## src/rtl/usr_pkg.sv

```systemverilog
// Shared types for the universal shift register: mode encoding and mode classifiers.
// Combinational helpers only; no state.
package usr_pkg;

  typedef enum logic [2:0] {
    USR_HOLD  = 3'd0,
    USR_LOAD  = 3'd1,
    USR_SHL   = 3'd2,
    USR_SHR   = 3'd3,
    USR_ROL   = 3'd4,
    USR_ROR   = 3'd5,
    USR_CLEAR = 3'd6,
    USR_RSVD  = 3'd7
  } usr_mode_e;

  function automatic logic is_shift(input usr_mode_e m);
    return (m == USR_SHL) || (m == USR_SHR) || (m == USR_ROL) || (m == USR_ROR);
  endfunction

  // Modes that restart the shift count.
  function automatic logic is_restart(input usr_mode_e m);
    return (m == USR_LOAD) || (m == USR_CLEAR);
  endfunction

endpackage

```

## src/rtl/usr_sat_counter.sv

```systemverilog
// Saturating up-counter, 1-cycle update; clr beats inc, holds at MAX.
// No backpressure: the caller gates inc/clr with its own enable.
module usr_sat_counter #(
  parameter int MAX = 8,
  parameter int W   = $clog2(MAX + 1)
) (
  input  logic         clk,
  input  logic         reset,
  input  logic         clr,
  input  logic         inc,
  output logic [W-1:0] cnt,
  output logic         at_max
);

  localparam logic [W-1:0] MAX_C = W'(MAX);

  always_ff @(posedge clk) begin
    if (reset) begin
      cnt <= '0;
    end else if (clr) begin
      cnt <= '0;
    end else if (inc && (cnt != MAX_C)) begin
      cnt <= cnt + W'(1);
    end
  end

  // Decoded from the registered count so it rises on the same edge cnt hits MAX.
  assign at_max = (cnt == MAX_C);

endmodule

```

## src/rtl/universal_shift_reg.sv

```systemverilog
// WIDTH-bit universal shift register (load/shift/rotate/clear), 1-cycle latency, with shift counter.
// No backpressure; en=0 freezes the word and the count.
module universal_shift_reg
  import usr_pkg::*;
#(
  parameter int               WIDTH       = 8,
  parameter logic [WIDTH-1:0] RESET_VALUE = '0,
  parameter int               CNT_W       = $clog2(WIDTH + 1)
) (
  input  logic             clk,
  input  logic             reset,
  input  logic             en,
  input  usr_mode_e        mode,
  input  logic [WIDTH-1:0] d_par,
  input  logic             ser_in_lsb,
  input  logic             ser_in_msb,
  output logic [WIDTH-1:0] q,
  output logic             ser_out_msb,
  output logic             ser_out_lsb,
  output logic [CNT_W-1:0] shift_cnt,
  output logic             cnt_done
);

  logic [WIDTH-1:0] q_nxt;
  logic [WIDTH-1:0] shl_v;
  logic [WIDTH-1:0] shr_v;
  logic [WIDTH-1:0] rol_v;
  logic [WIDTH-1:0] ror_v;

  // A 1-bit word has no neighbours: shifts take the serial input, rotates are identity.
  generate
    if (WIDTH == 1) begin : g_w1
      assign shl_v = ser_in_lsb;
      assign shr_v = ser_in_msb;
      assign rol_v = q;
      assign ror_v = q;
    end else begin : g_wn
      assign shl_v = {q[WIDTH-2:0], ser_in_lsb};
      assign shr_v = {ser_in_msb, q[WIDTH-1:1]};
      assign rol_v = {q[WIDTH-2:0], q[WIDTH-1]};
      assign ror_v = {q[0], q[WIDTH-1:1]};
    end
  endgenerate

  always_comb begin
    q_nxt = q;
    if (en) begin
      case (mode)
        USR_LOAD:  q_nxt = d_par;
        USR_SHL:   q_nxt = shl_v;
        USR_SHR:   q_nxt = shr_v;
        USR_ROL:   q_nxt = rol_v;
        USR_ROR:   q_nxt = ror_v;
        USR_CLEAR: q_nxt = RESET_VALUE;
        default:   q_nxt = q;
      endcase
    end
  end

  always_ff @(posedge clk) begin
    if (reset) begin
      q <= RESET_VALUE;
    end else begin
      q <= q_nxt;
    end
  end

  always_ff @(posedge clk) begin
    if (!reset && en && (mode == USR_RSVD)) begin
      $warning("universal_shift_reg: reserved mode 7 selected, holding");
    end
  end

  usr_sat_counter #(
    .MAX (WIDTH),
    .W   (CNT_W)
  ) u_cnt (
    .clk    (clk),
    .reset  (reset),
    .clr    (en && is_restart(mode)),
    .inc    (en && is_shift(mode)),
    .cnt    (shift_cnt),
    .at_max (cnt_done)
  );

  assign ser_out_msb = q[WIDTH-1];
  assign ser_out_lsb = q[0];

endmodule
```

## config.mk

```make
export PLATFORM = sky130hd
export DESIGN_NAME = universal_shift_reg
export DESIGN_NICKNAME = d
export VERILOG_FILES = /design/src/rtl/usr_pkg.sv /design/src/rtl/usr_sat_counter.sv /design/src/rtl/universal_shift_reg.sv
export SDC_FILE = /design/constraint.sdc
export NUM_CORES = 1
export LEC_CHECK = 0
export CAP_MARGIN = 20
export CORE_MARGIN = 1.5
export CORE_UTILIZATION = 42
export DETAILED_ROUTE_END_ITERATION = 16
export HOLD_SLACK_MARGIN = 0.08
export PLACE_DENSITY = 0.78
export SYNTH_ARGS = -nofsm -noshare
export SYNTH_HDL_FRONTEND = slang
export SYNTH_SLANG_ARGS = --single-unit
```

## constraint.sdc

```tcl
create_clock -name clk -period 1.64 [get_ports clk]
set_input_delay 0.328 -clock clk [delete_from_list [all_inputs] [get_ports clk]]
set_output_delay 0.328 -clock clk [all_outputs]
set_load 0.01 [all_outputs]
```

# Word level (Yosys, flattened, before mapping)
# Cells that the tools add are included.
dict set report word_totals {
  ff_bits 12
  inputBits 16
  word_cells 22
}
dict set report op_classes {
  addsub 1
  n_eq_ne 8
  muxes 1
  n_reduce_logical 10
}
# operator n
set ops {}
lappend ops {{8-bit case mux with 6 select lines} 1}
lappend ops {{3-bit == test (second input constant)} 3}
lappend ops {{3-bit by 2-bit == test with 1-bit output (second input constant)} 2}
lappend ops {{6-bit nonzero test} 1}
lappend ops {{4-bit by 1-bit adder with 4-bit output (second input constant)} 1}
lappend ops {{4-bit == test (second input constant)} 1}
lappend ops {{1-bit logical OR} 4}
lappend ops {{4-bit inequality test (second input constant)} 1}
lappend ops {{3-bit by 1-bit == test with 1-bit output (second input constant)} 1}
lappend ops {{1-bit logical AND} 3}
lappend ops {{2-bit AND reduction} 1}
lappend ops {{2-bit OR reduction} 1}

# Logic depth before layout (Yosys ltp)
# Gate-level depths: netlist of the first run.
dict set report logic_depth {
  word_depth 6
  mapped_depth 7
}

# Hierarchy
# From an unflattened synthesis of the first run, not the netlist that was laid out.
dict set report hier_totals {
  cells_unflattened 102
  hier_area_um2 862.1
}
# mod n_inst cells_each area_per_inst_um2
set modules_own_cells {}
lappend modules_own_cells {universal_shift_reg 1 77 638.1}
lappend modules_own_cells {usr_sat_counter 1 25 224.0}

# Worst setup path before layout of the first run
# Ideal clock, no wire load.
dict set report synth_path {
  path_type {input port to flip-flop}
  from {in mode[1]}
  to {reg q[1]}
  setup_ps 121
  arrival_time_ps 1365
  t_required_ps 1519
  setup_slack_ps 154
  stages 7
  path_buffers 2
  path_cell_list {buf_4 -> inv_1 -> ha_1 -> o31a_1 -> buf_2 -> o21ai_0 -> a21oi_1}
}
dict set report synth_between {
  elab_chain_cells 3
}
# item line_no
set synth_rtl {}
lappend synth_rtl {{start, declared} universal_shift_reg.sv:13} ;# input usr_mode_e mode,
lappend synth_rtl {{3-bit by 1-bit == test with 1-bit output (tied with other cells)} universal_shift_reg.sv:48} ;# case (mode)
lappend synth_rtl {{6-bit nonzero test (no source line)} n/a}
lappend synth_rtl {{2-bit AND reduction (no source line)} n/a}
lappend synth_rtl {{end signal, assigned} universal_shift_reg.sv:64} ;# q <= q_nxt;
lappend synth_rtl {{end, declared} universal_shift_reg.sv:17} ;# output logic [WIDTH-1:0] q,
# Several ways; a longest one is shown, not always the timed one.
# A chain may end at the register's enable or synchronous reset.

# Final worst setup path of the first run
# Ends and elaborated chain as after synthesis.

==> results_dict.tcl, run 1 <==
set metrics [dict create \
    drv_slew 0 \
    finalNetCount 164 \
    final_layout_size_suffix_gt1_share_pct 20.3 \
    cts.htree.levels 1 \
    r2r_slack_ns 0.40 \
    areaGrowthSynthToFinish_pct 61.5 \
    async_flop_share_pct 0 \
    antennaDiodeCount 0 \
    wl_um 2190 \
    yosys_register_bits 12 \
    post_synth_inst_count 98 \
    die_w_um 46.0 \
    layout.core_utilization_pct 72.7 \
    critical_path.max_fanout 10 \
    drt_first_pass_iters 4 \
    mappedNetlistArea_um2 777 \
    placedInstanceArea_um2 1200 \
    layout_setup_ws_ns 0.0334 \
    maximum_number_of_pins_on_one_net_before_global_route_repair 12 \
    grt_util_all_layers_pct 21.9 \
    outcome "completed" \
    grt_pass1_wl_um 3350 \
    fin_crit_sh_pct 98.0 \
    timing.critical_path.from_type "input pin" \
    hold_viol_final 0 \
    clockBufferDepth 2 \
    worst_skew_pair.late_latency_ns 0.27 \
    clock_sinks 12 \
    place_ws_ns -0.322 \
    route.vias.total 870 \
    synth_nets 117 \
    synthesis.yosys.warnings 0 \
    overflow 0 \
    antenna_violations_before_repair 0 \
    core_area_um2 1730 \
    drt_drc_violations_left 0 \
    post-dp-hpwl_um 1680 \
    drt_iter0_markers 23 \
    worst_setup_path_end_kind "flip-flop" \
    design_area_um2 1250 \
    grt_setup_unrepaired "false" \
    die-area_um2 2120 \
    leakage_nw 0.519 \
    die_height_um 46.0 \
    seq_area_frac_synth_pct 30.9 \
    synth.avg_cell_area_um2 7.93 \
    gp_congestion 0.846 \
    final.min_clock_period_ns 1.61 \
    floorplan.io_pins 31 \
    max_freq_mhz 622 \
    std_cell_rows 15 \
    clkSlewWorstSetupHoldPaths_ns 0.08 \
    port_buffers 30 \
    synth_top_flop_cell "sky130_fd_sc_hd__dfxtp_1" \
    cts_inserted_buffers 3 \
    worst_slew_pin_slew_ns 0.273 \
    antenna_violating_nets_post_route 0 \
    max_slew_margin_pct 81.7 \
    ir_worst_vdd_v 0.000779 \
    cts_tree "yes" \
    netlist-cell-type-count 29 \
    critPathRequiredTime_ns 1.85 \
    vias_in_the_first_global_route 742 \
    vias_per_cell 5.18 \
    setup.worst_path.class "input pin to flip-flop" \
    min-delay-path-class "flip-flop to flip-flop" \
    root_buffer "sky130_fd_sc_hd__clkbuf_4" \
    setup-violations-final 0 \
    power-per-cell-area_nw_per_um2 621 \
    number_of_max_cap_violations 0 \
    final.setup_skew_ns 0.00833 \
    worst-endpoint-arrival_ns 1.81 \
    average_wire_length_per_cell_after_detail_routing_um 13.0 \
    start_util_pct 45.0 \
    synth_enable_flop_cells 0 \
]
[per-layer routing]
layer	track usage, %	vias up	part of all wire (%)
met4	6.29	0	2.9
met1	29.4	397	45
met2	35.3	27	48
li1	-	436	-
met3	4.37	10	3.9
met5	0	-	0
[critical path, cell delays in order]
cell and delay [ns]:
sky130_fd_sc_hd__clkdlybuf4s50_1 0.48, sky130_fd_sc_hd__inv_1 0.07, sky130_fd_sc_hd__ha_2 0.19, sky130_fd_sc_hd__o31a_1 0.33, sky130_fd_sc_hd__buf_6 0.15, sky130_fd_sc_hd__buf_4 0.14
sky130_fd_sc_hd__a21oi_1 0.11
[cells in the mapped netlist, types with 2 or more instances]
cell | number | share of area [%]
sky130_fd_sc_hd__inv_1 | 7 | 3.4
sky130_fd_sc_hd__a21oi_1 | 15 | 9.7
sky130_fd_sc_hd__nor2b_1 | 3 | 2.4
sky130_fd_sc_hd__ha_1 | 3 | 4.8
sky130_fd_sc_hd__buf_2 | 2 | 1.3
sky130_fd_sc_hd__o21ai_0 | 8 | 5.2
sky130_fd_sc_hd__xor2_1 | 2 | 2.3
sky130_fd_sc_hd__mux2i_1 | 6 | 7.7
sky130_fd_sc_hd__o21ai_1 | 2 | 1.3
sky130_fd_sc_hd__nand2_1 | 3 | 1.4
sky130_fd_sc_hd__nand3_1 | 4 | 2.6
sky130_fd_sc_hd__nand2b_1 | 2 | 1.6
sky130_fd_sc_hd__nor2_1 | 11 | 5.3
sky130_fd_sc_hd__xnor2_1 | 2 | 2.3
sky130_fd_sc_hd__dfxtp_1 | 12 | 31
sky130_fd_sc_hd__buf_4 | 3 | 2.9
[worst paths after layout]
path,cells past startpoint,startpoint,to
setup reg to reg,4,q[0],q[7]
hold / removal,2,q[0],q[0]
setup / recovery,7,mode[1],q[1]
hold reg to reg,2,q[0],q[0]
[logic make-up after synthesis]
kind of cell / after synthesis / synth area share (%)
compound gates: 32 / 24.5
simple gates: 28 / 18.5
flops: 12 / 30.9
buf+inv: 13 / 9.02
xor+xnor: 4 / 4.51
mux: 6 / 7.73
fa+ha+maj: 3 / 4.83
[power by group]
part           internal (mW)  switching, mW
registers              0.311         0.0188
logic                  0.153          0.114
clock network         0.0848         0.0991
[state kept, by name (all words and copies together), names as in the netlist]
register and cells:
q 8, u_cnt.cnt 4
[cells in the final DEF, fill, tap and decap left out, types with 2 or more instances in the layout]
cell type                         count
sky130_fd_sc_hd__nand2b_1             2
sky130_fd_sc_hd__mux2i_1              6
sky130_fd_sc_hd__dfxtp_1             11
sky130_fd_sc_hd__buf_4               16
sky130_fd_sc_hd__xnor2_1              2
sky130_fd_sc_hd__nor2_1              11
sky130_fd_sc_hd__nand3_1              4
sky130_fd_sc_hd__xor2_1               2
sky130_fd_sc_hd__o21ai_1              3
sky130_fd_sc_hd__nor2b_2              2
sky130_fd_sc_hd__inv_1                7
sky130_fd_sc_hd__clkbuf_4             3
sky130_fd_sc_hd__o21ai_0              6
sky130_fd_sc_hd__ha_1                 2
sky130_fd_sc_hd__nand2_1              3
sky130_fd_sc_hd__clkdlybuf4s50_1     29
sky130_fd_sc_hd__a21oi_1             14
[stage by stage]
step	hold slack [ns]	TNS, ns	cells	power (mW)
3_3_place_gp	0.519	-2.38	163	0.578
3_5_place_dp	0.531	-2.86	163	0.586
6_report	0.541	0	168	0.780
4_1_cts	0.548	0	167	0.767
5_1_grt	0.569	0	168	0.822
2_1_floorplan	0.430	0	98	0.450
[timing repair]
item                                    CTS  global route
buffers inserted                          1             1
gates resized for setup                   2             9
cloned                                    0             0
endpoints found under the setup margin    4            13
pin swaps                                 1             1
hold buffers                              0             0
[cell type report]
cell class,instances,area (µm²)
Multi-Input combinational cell,73,482
Timing Repair Buffer,48,452
Sequential cell,12,241
Clock buffer,3,22.5
Tap cell,25,31.3
Inverter,7,26.3
Fill cell,146,472
No activity file was read; power rests on OpenSTA's default activity.
==> inputs of run 2 (changes only) <==
- HOLD_SLACK_MARGIN: 0.08 -> default
==> results of run 2 <==
No change in the layout: final DEF, timing and power equal those of run 1.
